--- src/rtl/mem_arb_pkg.sv ---
// Shared types for the memory port arbiter: FSM states, access owner, misaligned mask.
// Pure declarations, no logic or latency of its own.
// Imported by the arbiter top and the priority sub-block.
package mem_arb_pkg;

  // Arbiter sequencing states
  typedef enum logic [1:0] {
    ST_IDLE,
    ST_BUSY,
    ST_ERR
  } arb_state_t;

  // Which requester owns the single outstanding access
  typedef enum logic {
    OWN_IF,
    OWN_LS
  } arb_owner_t;

  // LS byte mask value that flags a misaligned access
  localparam logic [3:0] WMASK_MISALIGNED = 4'b0000;

  // True when an LS mask marks the access as misaligned
  function automatic logic is_misaligned(input logic [3:0] wmask);
    return wmask == WMASK_MISALIGNED;
  endfunction

endpackage

--- src/rtl/mem_port_arbiter_if.sv ---
// Bundle of requester handshakes and memory command/data signals for the arbiter.
// No logic; carries signals only.
// slave = arbiter side, master = requesters plus memory side.
interface mem_port_arbiter_if #(
  parameter int ADDR_W = 30
);

  // Instruction fetch port
  logic              if_req_i;
  logic [31:0]       if_addr_i;
  logic              if_gnt_o;
  logic              if_rvalid_o;
  logic [31:0]       if_rdata_o;

  // Load/store port
  logic              ls_req_i;
  logic              ls_we_i;
  logic [31:0]       ls_addr_i;
  logic [31:0]       ls_wdata_i;
  logic [3:0]        ls_wmask_i;
  logic              ls_gnt_o;
  logic              ls_rvalid_o;
  logic [31:0]       ls_rdata_o;
  logic              ls_err_o;

  // Memory port
  logic              mem_en_o;
  logic [3:0]        mem_we_o;
  logic [ADDR_W-1:0] mem_addr_o;
  logic [31:0]       mem_wdata_o;
  logic [31:0]       mem_rdata_i;

  modport slave (
    input  if_req_i, if_addr_i,
    input  ls_req_i, ls_we_i, ls_addr_i, ls_wdata_i, ls_wmask_i,
    input  mem_rdata_i,
    output if_gnt_o, if_rvalid_o, if_rdata_o,
    output ls_gnt_o, ls_rvalid_o, ls_rdata_o, ls_err_o,
    output mem_en_o, mem_we_o, mem_addr_o, mem_wdata_o
  );

  modport master (
    output if_req_i, if_addr_i,
    output ls_req_i, ls_we_i, ls_addr_i, ls_wdata_i, ls_wmask_i,
    output mem_rdata_i,
    input  if_gnt_o, if_rvalid_o, if_rdata_o,
    input  ls_gnt_o, ls_rvalid_o, ls_rdata_o, ls_err_o,
    input  mem_en_o, mem_we_o, mem_addr_o, mem_wdata_o
  );

endinterface

--- src/rtl/mem_arb_prio.sv ---
// Winner select between IF and LS with an LS-starvation guard for IF.
// Grants are combinational from the held requests, qualified by arb_en.
// Losing requester simply keeps its request held; no grant means no acceptance.
module mem_arb_prio #(
  parameter int STARVE_MAX = 4
) (
  input  logic clk,
  input  logic rst,
  input  logic arb_en,
  input  logic if_req,
  input  logic ls_req,
  output logic grant_if,
  output logic grant_ls
);

  localparam int SW = $clog2(STARVE_MAX + 1);
  localparam logic [SW-1:0] STARVE_LIM = SW'(STARVE_MAX);

  // Consecutive LS grants taken while a fetch was waiting
  logic [SW-1:0] starve_cnt;
  logic          if_starved;

  // LS normally wins; a fetch that has waited through STARVE_MAX LS grants goes first
  always_comb begin
    if_starved = if_req && (starve_cnt == STARVE_LIM);
    grant_ls   = arb_en && ls_req && !if_starved;
    grant_if   = arb_en && if_req && !grant_ls;
  end

  // Starvation counter: cleared when no fetch waits or a fetch is served, saturates otherwise
  always_ff @(posedge clk or posedge rst) begin
    if (rst) begin
      starve_cnt <= '0;
    end else if (!if_req || grant_if) begin
      starve_cnt <= '0;
    end else if (grant_ls && (starve_cnt != STARVE_LIM)) begin
      starve_cnt <= starve_cnt + SW'(1);
    end
  end

endmodule

--- src/rtl/mem_port_arbiter.sv ---
// Shares one fixed-latency single-port memory between instruction fetch and load/store.
// Command issued in the grant cycle; response MEM_LATENCY cycles later (misaligned LS: 1 cycle).
// One access in flight; requesters hold their request until granted, grants back-to-back on return.
module mem_port_arbiter
  import mem_arb_pkg::*;
#(
  parameter int MEM_LATENCY = 2,
  parameter int STARVE_MAX  = 4,
  parameter int ADDR_W      = 30
) (
  input  logic              clk,
  input  logic              rst,
  mem_port_arbiter_if.slave bus
);

  localparam int CW = $clog2(MEM_LATENCY + 1);
  localparam logic [CW-1:0] LAT_LAST = CW'(MEM_LATENCY);

  arb_state_t    state, state_nxt;
  arb_owner_t    owner, owner_nxt;
  logic [CW-1:0] lat_cnt, lat_cnt_nxt;
  logic          ls_store, ls_store_nxt;

  logic          done;
  logic          arb_en;
  logic          grant_if;
  logic          grant_ls;
  logic          ls_misaligned;
  logic          ls_mem_access;
  logic          unused_addr_bits;

  // Byte-offset bits are not meaningful to a word-addressed memory
  assign unused_addr_bits = ^{bus.if_addr_i[1:0], bus.ls_addr_i[1:0]};

  // The in-flight access returns data in the cycle the counter reaches the latency
  assign done = (state == ST_BUSY) && (lat_cnt == LAT_LAST);

  // Grant window: idle, or the return cycle so accesses can run back-to-back.
  // Gated by rst so nothing is granted while reset is held.
  assign arb_en = !rst && ((state == ST_IDLE) || done);

  assign ls_misaligned = is_misaligned(bus.ls_wmask_i);
  assign ls_mem_access = grant_ls && !ls_misaligned;

  mem_arb_prio #(
    .STARVE_MAX (STARVE_MAX)
  ) u_prio (
    .clk      (clk),
    .rst      (rst),
    .arb_en   (arb_en),
    .if_req   (bus.if_req_i),
    .ls_req   (bus.ls_req_i),
    .grant_if (grant_if),
    .grant_ls (grant_ls)
  );

  // FSM state, latency counter and owner registers; reset discards any in-flight access
  always_ff @(posedge clk or posedge rst) begin
    if (rst) begin
      state    <= ST_IDLE;
      lat_cnt  <= '0;
      owner    <= OWN_IF;
      ls_store <= 1'b0;
    end else begin
      state    <= state_nxt;
      lat_cnt  <= lat_cnt_nxt;
      owner    <= owner_nxt;
      ls_store <= ls_store_nxt;
    end
  end

  // Next-state: count latency in BUSY, leave ERR after one cycle, a new grant overrides
  always_comb begin
    state_nxt    = state;
    lat_cnt_nxt  = lat_cnt;
    owner_nxt    = owner;
    ls_store_nxt = ls_store;

    case (state)
      ST_IDLE: begin
        lat_cnt_nxt = '0;
      end
      ST_BUSY: begin
        if (done) begin
          state_nxt   = ST_IDLE;
          lat_cnt_nxt = '0;
        end else begin
          lat_cnt_nxt = lat_cnt + CW'(1);
        end
      end
      ST_ERR: begin
        state_nxt   = ST_IDLE;
        lat_cnt_nxt = '0;
      end
      default: begin
        state_nxt   = ST_IDLE;
        lat_cnt_nxt = '0;
      end
    endcase

    // A misaligned LS grant skips memory and answers from ERR next cycle
    if (grant_ls && ls_misaligned) begin
      state_nxt    = ST_ERR;
      lat_cnt_nxt  = '0;
      owner_nxt    = OWN_LS;
      ls_store_nxt = 1'b0;
    end else if (grant_ls) begin
      state_nxt    = ST_BUSY;
      lat_cnt_nxt  = CW'(1);
      owner_nxt    = OWN_LS;
      ls_store_nxt = bus.ls_we_i;
    end else if (grant_if) begin
      state_nxt    = ST_BUSY;
      lat_cnt_nxt  = CW'(1);
      owner_nxt    = OWN_IF;
      ls_store_nxt = 1'b0;
    end
  end

  // Grant pulses and memory command, driven from the winner in the grant cycle
  always_comb begin
    bus.if_gnt_o    = grant_if;
    bus.ls_gnt_o    = grant_ls;
    bus.mem_en_o    = grant_if || ls_mem_access;
    bus.mem_we_o    = 4'b0000;
    bus.mem_addr_o  = '0;
    bus.mem_wdata_o = '0;
    if (ls_mem_access) begin
      bus.mem_addr_o = bus.ls_addr_i[ADDR_W+1:2];
      if (bus.ls_we_i) begin
        bus.mem_we_o    = bus.ls_wmask_i;
        bus.mem_wdata_o = bus.ls_wdata_i;
      end
    end else if (grant_if) begin
      bus.mem_addr_o = bus.if_addr_i[ADDR_W+1:2];
    end
  end

  // Response pulses to the owner; rdata is zero unless it carries load/fetch data
  always_comb begin
    bus.if_rvalid_o = done && (owner == OWN_IF);
    bus.ls_rvalid_o = (done && (owner == OWN_LS)) || (state == ST_ERR);
    bus.ls_err_o    = (state == ST_ERR);
    bus.if_rdata_o  = '0;
    bus.ls_rdata_o  = '0;
    if (done && (owner == OWN_IF)) begin
      bus.if_rdata_o = bus.mem_rdata_i;
    end
    if (done && (owner == OWN_LS) && !ls_store) begin
      bus.ls_rdata_o = bus.mem_rdata_i;
    end
  end

endmodule
--- src/flat_wrapper.sv ---
// flat-port wrapper written by rule: the top's interface ports become plain ports
module mem_port_arbiter_flat import mem_arb_pkg::*;
#(
  parameter int MEM_LATENCY = 2,
  parameter int STARVE_MAX  = 4,
  parameter int ADDR_W      = 30
)
  (clk, rst, bus_if_req_i, bus_if_addr_i, bus_ls_req_i, bus_ls_we_i, bus_ls_addr_i, bus_ls_wdata_i, bus_ls_wmask_i, bus_mem_rdata_i, bus_if_gnt_o, bus_if_rvalid_o, bus_if_rdata_o, bus_ls_gnt_o, bus_ls_rvalid_o, bus_ls_rdata_o, bus_ls_err_o, bus_mem_en_o, bus_mem_we_o, bus_mem_addr_o, bus_mem_wdata_o);
  mem_port_arbiter_if #(.ADDR_W(ADDR_W)) bus_i ();
  input  logic clk;
  input  logic rst;
  input wire logic [$bits(bus_i.if_req_i)-1:0] bus_if_req_i;
  input wire logic [$bits(bus_i.if_addr_i)-1:0] bus_if_addr_i;
  input wire logic [$bits(bus_i.ls_req_i)-1:0] bus_ls_req_i;
  input wire logic [$bits(bus_i.ls_we_i)-1:0] bus_ls_we_i;
  input wire logic [$bits(bus_i.ls_addr_i)-1:0] bus_ls_addr_i;
  input wire logic [$bits(bus_i.ls_wdata_i)-1:0] bus_ls_wdata_i;
  input wire logic [$bits(bus_i.ls_wmask_i)-1:0] bus_ls_wmask_i;
  input wire logic [$bits(bus_i.mem_rdata_i)-1:0] bus_mem_rdata_i;
  output wire logic [$bits(bus_i.if_gnt_o)-1:0] bus_if_gnt_o;
  output wire logic [$bits(bus_i.if_rvalid_o)-1:0] bus_if_rvalid_o;
  output wire logic [$bits(bus_i.if_rdata_o)-1:0] bus_if_rdata_o;
  output wire logic [$bits(bus_i.ls_gnt_o)-1:0] bus_ls_gnt_o;
  output wire logic [$bits(bus_i.ls_rvalid_o)-1:0] bus_ls_rvalid_o;
  output wire logic [$bits(bus_i.ls_rdata_o)-1:0] bus_ls_rdata_o;
  output wire logic [$bits(bus_i.ls_err_o)-1:0] bus_ls_err_o;
  output wire logic [$bits(bus_i.mem_en_o)-1:0] bus_mem_en_o;
  output wire logic [$bits(bus_i.mem_we_o)-1:0] bus_mem_we_o;
  output wire logic [$bits(bus_i.mem_addr_o)-1:0] bus_mem_addr_o;
  output wire logic [$bits(bus_i.mem_wdata_o)-1:0] bus_mem_wdata_o;
  assign bus_i.if_req_i = bus_if_req_i;
  assign bus_i.if_addr_i = bus_if_addr_i;
  assign bus_i.ls_req_i = bus_ls_req_i;
  assign bus_i.ls_we_i = bus_ls_we_i;
  assign bus_i.ls_addr_i = bus_ls_addr_i;
  assign bus_i.ls_wdata_i = bus_ls_wdata_i;
  assign bus_i.ls_wmask_i = bus_ls_wmask_i;
  assign bus_i.mem_rdata_i = bus_mem_rdata_i;
  assign bus_if_gnt_o = bus_i.if_gnt_o;
  assign bus_if_rvalid_o = bus_i.if_rvalid_o;
  assign bus_if_rdata_o = bus_i.if_rdata_o;
  assign bus_ls_gnt_o = bus_i.ls_gnt_o;
  assign bus_ls_rvalid_o = bus_i.ls_rvalid_o;
  assign bus_ls_rdata_o = bus_i.ls_rdata_o;
  assign bus_ls_err_o = bus_i.ls_err_o;
  assign bus_mem_en_o = bus_i.mem_en_o;
  assign bus_mem_we_o = bus_i.mem_we_o;
  assign bus_mem_addr_o = bus_i.mem_addr_o;
  assign bus_mem_wdata_o = bus_i.mem_wdata_o;
  mem_port_arbiter #(.MEM_LATENCY(MEM_LATENCY), .STARVE_MAX(STARVE_MAX), .ADDR_W(ADDR_W)) u_core (.clk(clk), .rst(rst), .bus(bus_i));
endmodule
--- config.mk ---
export PLATFORM = sky130hd
export DESIGN_NAME = mem_port_arbiter_flat
export DESIGN_NICKNAME = d
export VERILOG_FILES = /design/src/rtl/mem_arb_pkg.sv /design/src/rtl/mem_port_arbiter_if.sv /design/src/rtl/mem_arb_prio.sv /design/src/rtl/mem_port_arbiter.sv /design/src/flat_wrapper.sv
export SDC_FILE = /design/constraint.sdc
export NUM_CORES = 1
export LEC_CHECK = 0
export BUFFER_PORTS_ARGS = -buffer_cell sky130_fd_sc_hd__buf_2
export CORE_AREA = 2 2 107 109
export CTS_CLUSTER_SIZE = 40
export DETAILED_ROUTE_END_ITERATION = 7
export DIE_AREA = 0 0 109 111
export PLACE_DENSITY = 0.45
export SLEW_MARGIN = 20
export SYNTH_ARGS = -nofsm -noshare
export SYNTH_HDL_FRONTEND = slang
export SYNTH_SLANG_ARGS = --single-unit
--- constraint.sdc ---
create_clock -name clk -period 1.8 [get_ports clk]
set_input_delay 0.18 -clock clk [delete_from_list [all_inputs] [get_ports clk]]
set_output_delay 0.18 -clock clk [all_outputs]
set_load 0.01 [all_outputs]
==> reports/results.txt <==
Initial core utilization: 14.2%
H-tree levels: 1
Final hold violations: 0
Antenna fix cells: 0
Power Density: 619 nW/um2
Fmax: 0.495 GHz
CTS Root Cell: clkbuf_16
Final WS setup: -219 ps
Worst path required time: 1620 ps
Area of the mapped netlist: 1580 um2
Most frequent cells in the layout: 185 x buf_2, 94 x buf_6, 80 x and2_4
Area grow syn2layout: 206%
CTS tree: done
Dpl ws: -478 ps
Post-Place Cells: 646
Hold Crit Class: in -> reg
First-pass DRT Iterations: 4
Initial antenna violation count: 1
Hold Crit Depth: 4
First-pass GRT wire length: 12,900 um
Reg-to-reg startpoint: u_core.u_prio.starve_cnt[0]
Synth cell types: 26
Synthesized Nets: 377
Number of port buffers: 268
Critical path data arrival time: 1840 ps
Via count: 2,988
Die H: 111 um
Hold Path End: u_core.state[1]
Slew Viols, Final: 0
Worst-case vdd ir drop: 0.000356 V
Placer congestion estimate: 0.772
Design area: 4820 um2
Setup crit start kind: flip-flop
Count of non-filler cells in the finished layout: 685
Crit path kind: reg -> out
Die X: 109 um
Most common cell after layout, fill and taps aside: buf_2
Final #Nets: 682
Period minus WS final: 2020 ps
Global route overflow: 0
Rel. slew slack: 72.0%
Clk pin slew, worst setup/hold paths: 40 ps
Synthesized area per cell: 6.62 um2
GR Util All Layers: 13.2%
Drt via density: 4.36
Drt drc: 0
Worst-Skew Late Latency: 230 ps
Failing checks: setup timing
Placement Cell Area: 3180 um2
P_leak: 2.52 nW
Max Clock Skew: 3.82 ps
R2r endpoint: u_core.ls_store
FF+latch count, synth: 9
Max FO, Critical Path: 8
Worst Tran Pin Value: 419 ps
Io pins: 273
Largest net degree at the start of global routing: 34
Final wirelength: 10,200 um
Status: finished, violations left
Initial detailed-routing violation count: 63
Mapped Cells: 238
Routed WL per cell: 15.0 um
Ys Warns: 0
RSZ-0062 raised after global routing: yes
Final Util: 43.5%
Maxcap violations: 0
Final setup fails: 113
Share of post-route cells with drive strength above 1: 83.6%
Tcrit/Tclk final: 112%
Clock sink total: 9
R2R setup slack: -90 ps
Cell Rows: 39
FF-to-FF path depth: 11
CTS Buf Count: 3
Core Box Area: 11,100 um2
Hold_sp: bus_ls_wmask_i[2]
Full die area: 12,100 um2
Critical Path End Type: output pin
Post-DP HPWL: 6200 um
Final ANT Viol Nets: 0
Number of global-route vias before repair: 2,715
Seq/Total Area, Yosys: 14.3%
CTS max path bufs: 2
[sequential cells by signal, summed over array words and instances (netlist names)]
name	count
u_core.u_prio.starve_cnt	3
u_core.lat_cnt	2
u_core.state	2
u_core.ls_store	1
u_core.owner	1
[power breakdown]
part | switching (mW) | internal (mW) | total (mW)
clock | 0.0917 | 0.296 | 0.387
combinational | 0.970 | 1.28 | 2.25
sequential | 0.0847 | 0.264 | 0.349
total | 1.15 | 1.84 | 2.98
[cells in the mapped netlist (all sizes together)]
| master | count | share of area (%) |
|---|---|---|
| and2 | 100 | 40 |
| nor2 | 33 | 7.9 |
| a22oi | 30 | 14 |
| clkbuf | 17 | 4.0 |
| dfrtp | 9 | 14 |
| a21oi | 5 | 1.6 |
| inv | 5 | 1.2 |
| nand2 | 5 | 1.2 |
| nor3 | 4 | 1.3 |
| o21ai | 4 | 1.3 |
| buf | 3 | 2.1 |
| nand2b | 3 | 1.2 |
| nand3 | 3 | 0.95 |
| and3 | 2 | 1.1 |
| ha | 2 | 1.6 |
| nor2b | 2 | 0.79 |
| nor3b | 2 | 0.95 |
| o21bai | 2 | 0.95 |
| a211o | 1 | 0.56 |
| a211oi | 1 | 0.48 |
| a21boi | 1 | 0.48 |
| a21o | 1 | 0.48 |
| nand4b | 1 | 0.56 |
| or3 | 1 | 0.40 |
| or4 | 1 | 0.71 |
[cell families (layout without fill, tap and decap cells)]
family,count (synthesis),in the layout,share of synthesized area [%]
fa+ha+maj,2,2,1.59
compound gates,45,45,20.1
buf+inv,25,323,7.38
flops,9,9,14.3
simple gates,157,163,56.7
[worst max-delay path, cell delays in order, from the launching register on]
cell	delay [ps]
dfrtp_1	360
inv_2	60
ha_4	160
buf_6	110
nand3_2	60
and3_4	230
buf_12	120
and3_4	250
and2_4	160
buf_6	100
[worst max path at each step]
stage	startpoint	endpoint	slack, ps	depth (start not counted)
3_3_place_gp	u_core.u_prio.starve_cnt[0]	bus_mem_addr_o[3]	-450	7
2_1_floorplan	u_core.lat_cnt[0]	bus_mem_wdata_o[16]	90	5
4_1_cts	u_core.u_prio.starve_cnt[0]	bus_mem_wdata_o[31]	-190	9
5_1_grt	u_core.u_prio.starve_cnt[0]	bus_mem_wdata_o[14]	-280	9
3_5_place_dp	u_core.u_prio.starve_cnt[0]	bus_mem_addr_o[17]	-480	7
6_report	u_core.u_prio.starve_cnt[0]	bus_mem_wdata_o[30]	-220	9
[stage by stage]
stage	total power, mW	hold slack [ps]	TNS, ps
floorplan	0.962	7.92	0
global placement	1.57	193	-15280
detailed placement	1.58	198	-16670
CTS	2.40	332	-12210
global route	3.16	370	-22510
finish	2.98	343	-12570
[what timing repair did]
item / 4_1_cts / 5_1_grt
endpoints found under the setup margin: 101 / 134
endpoints found under the hold margin: 9 / 0
pin swaps: 59 / 74
gates cloned: 10 / 8
gates resized for setup: 99 / 156
buffers inserted: 11 / 9
hold buffers: 1 / 0
[layout make-up]
class / count / area [um2]
fill: 1079 / 6250
timing repair buffer: 314 / 2520
multi-input combinational: 210 / 1800
sequential: 9 / 225
tap: 143 / 179
clock buffer: 4 / 78.8
inverter: 5 / 18.8
[routing by layer]
metal	wire length, um	vias up	GRT usage, %
li1	-	1416	-
met1	3770	1411	14.7
met2	5650	151	25.6
met3	752	8	2.41
met4	59	2	2.14
met5	13	-	0
Power figures use the tool's default switching activity.
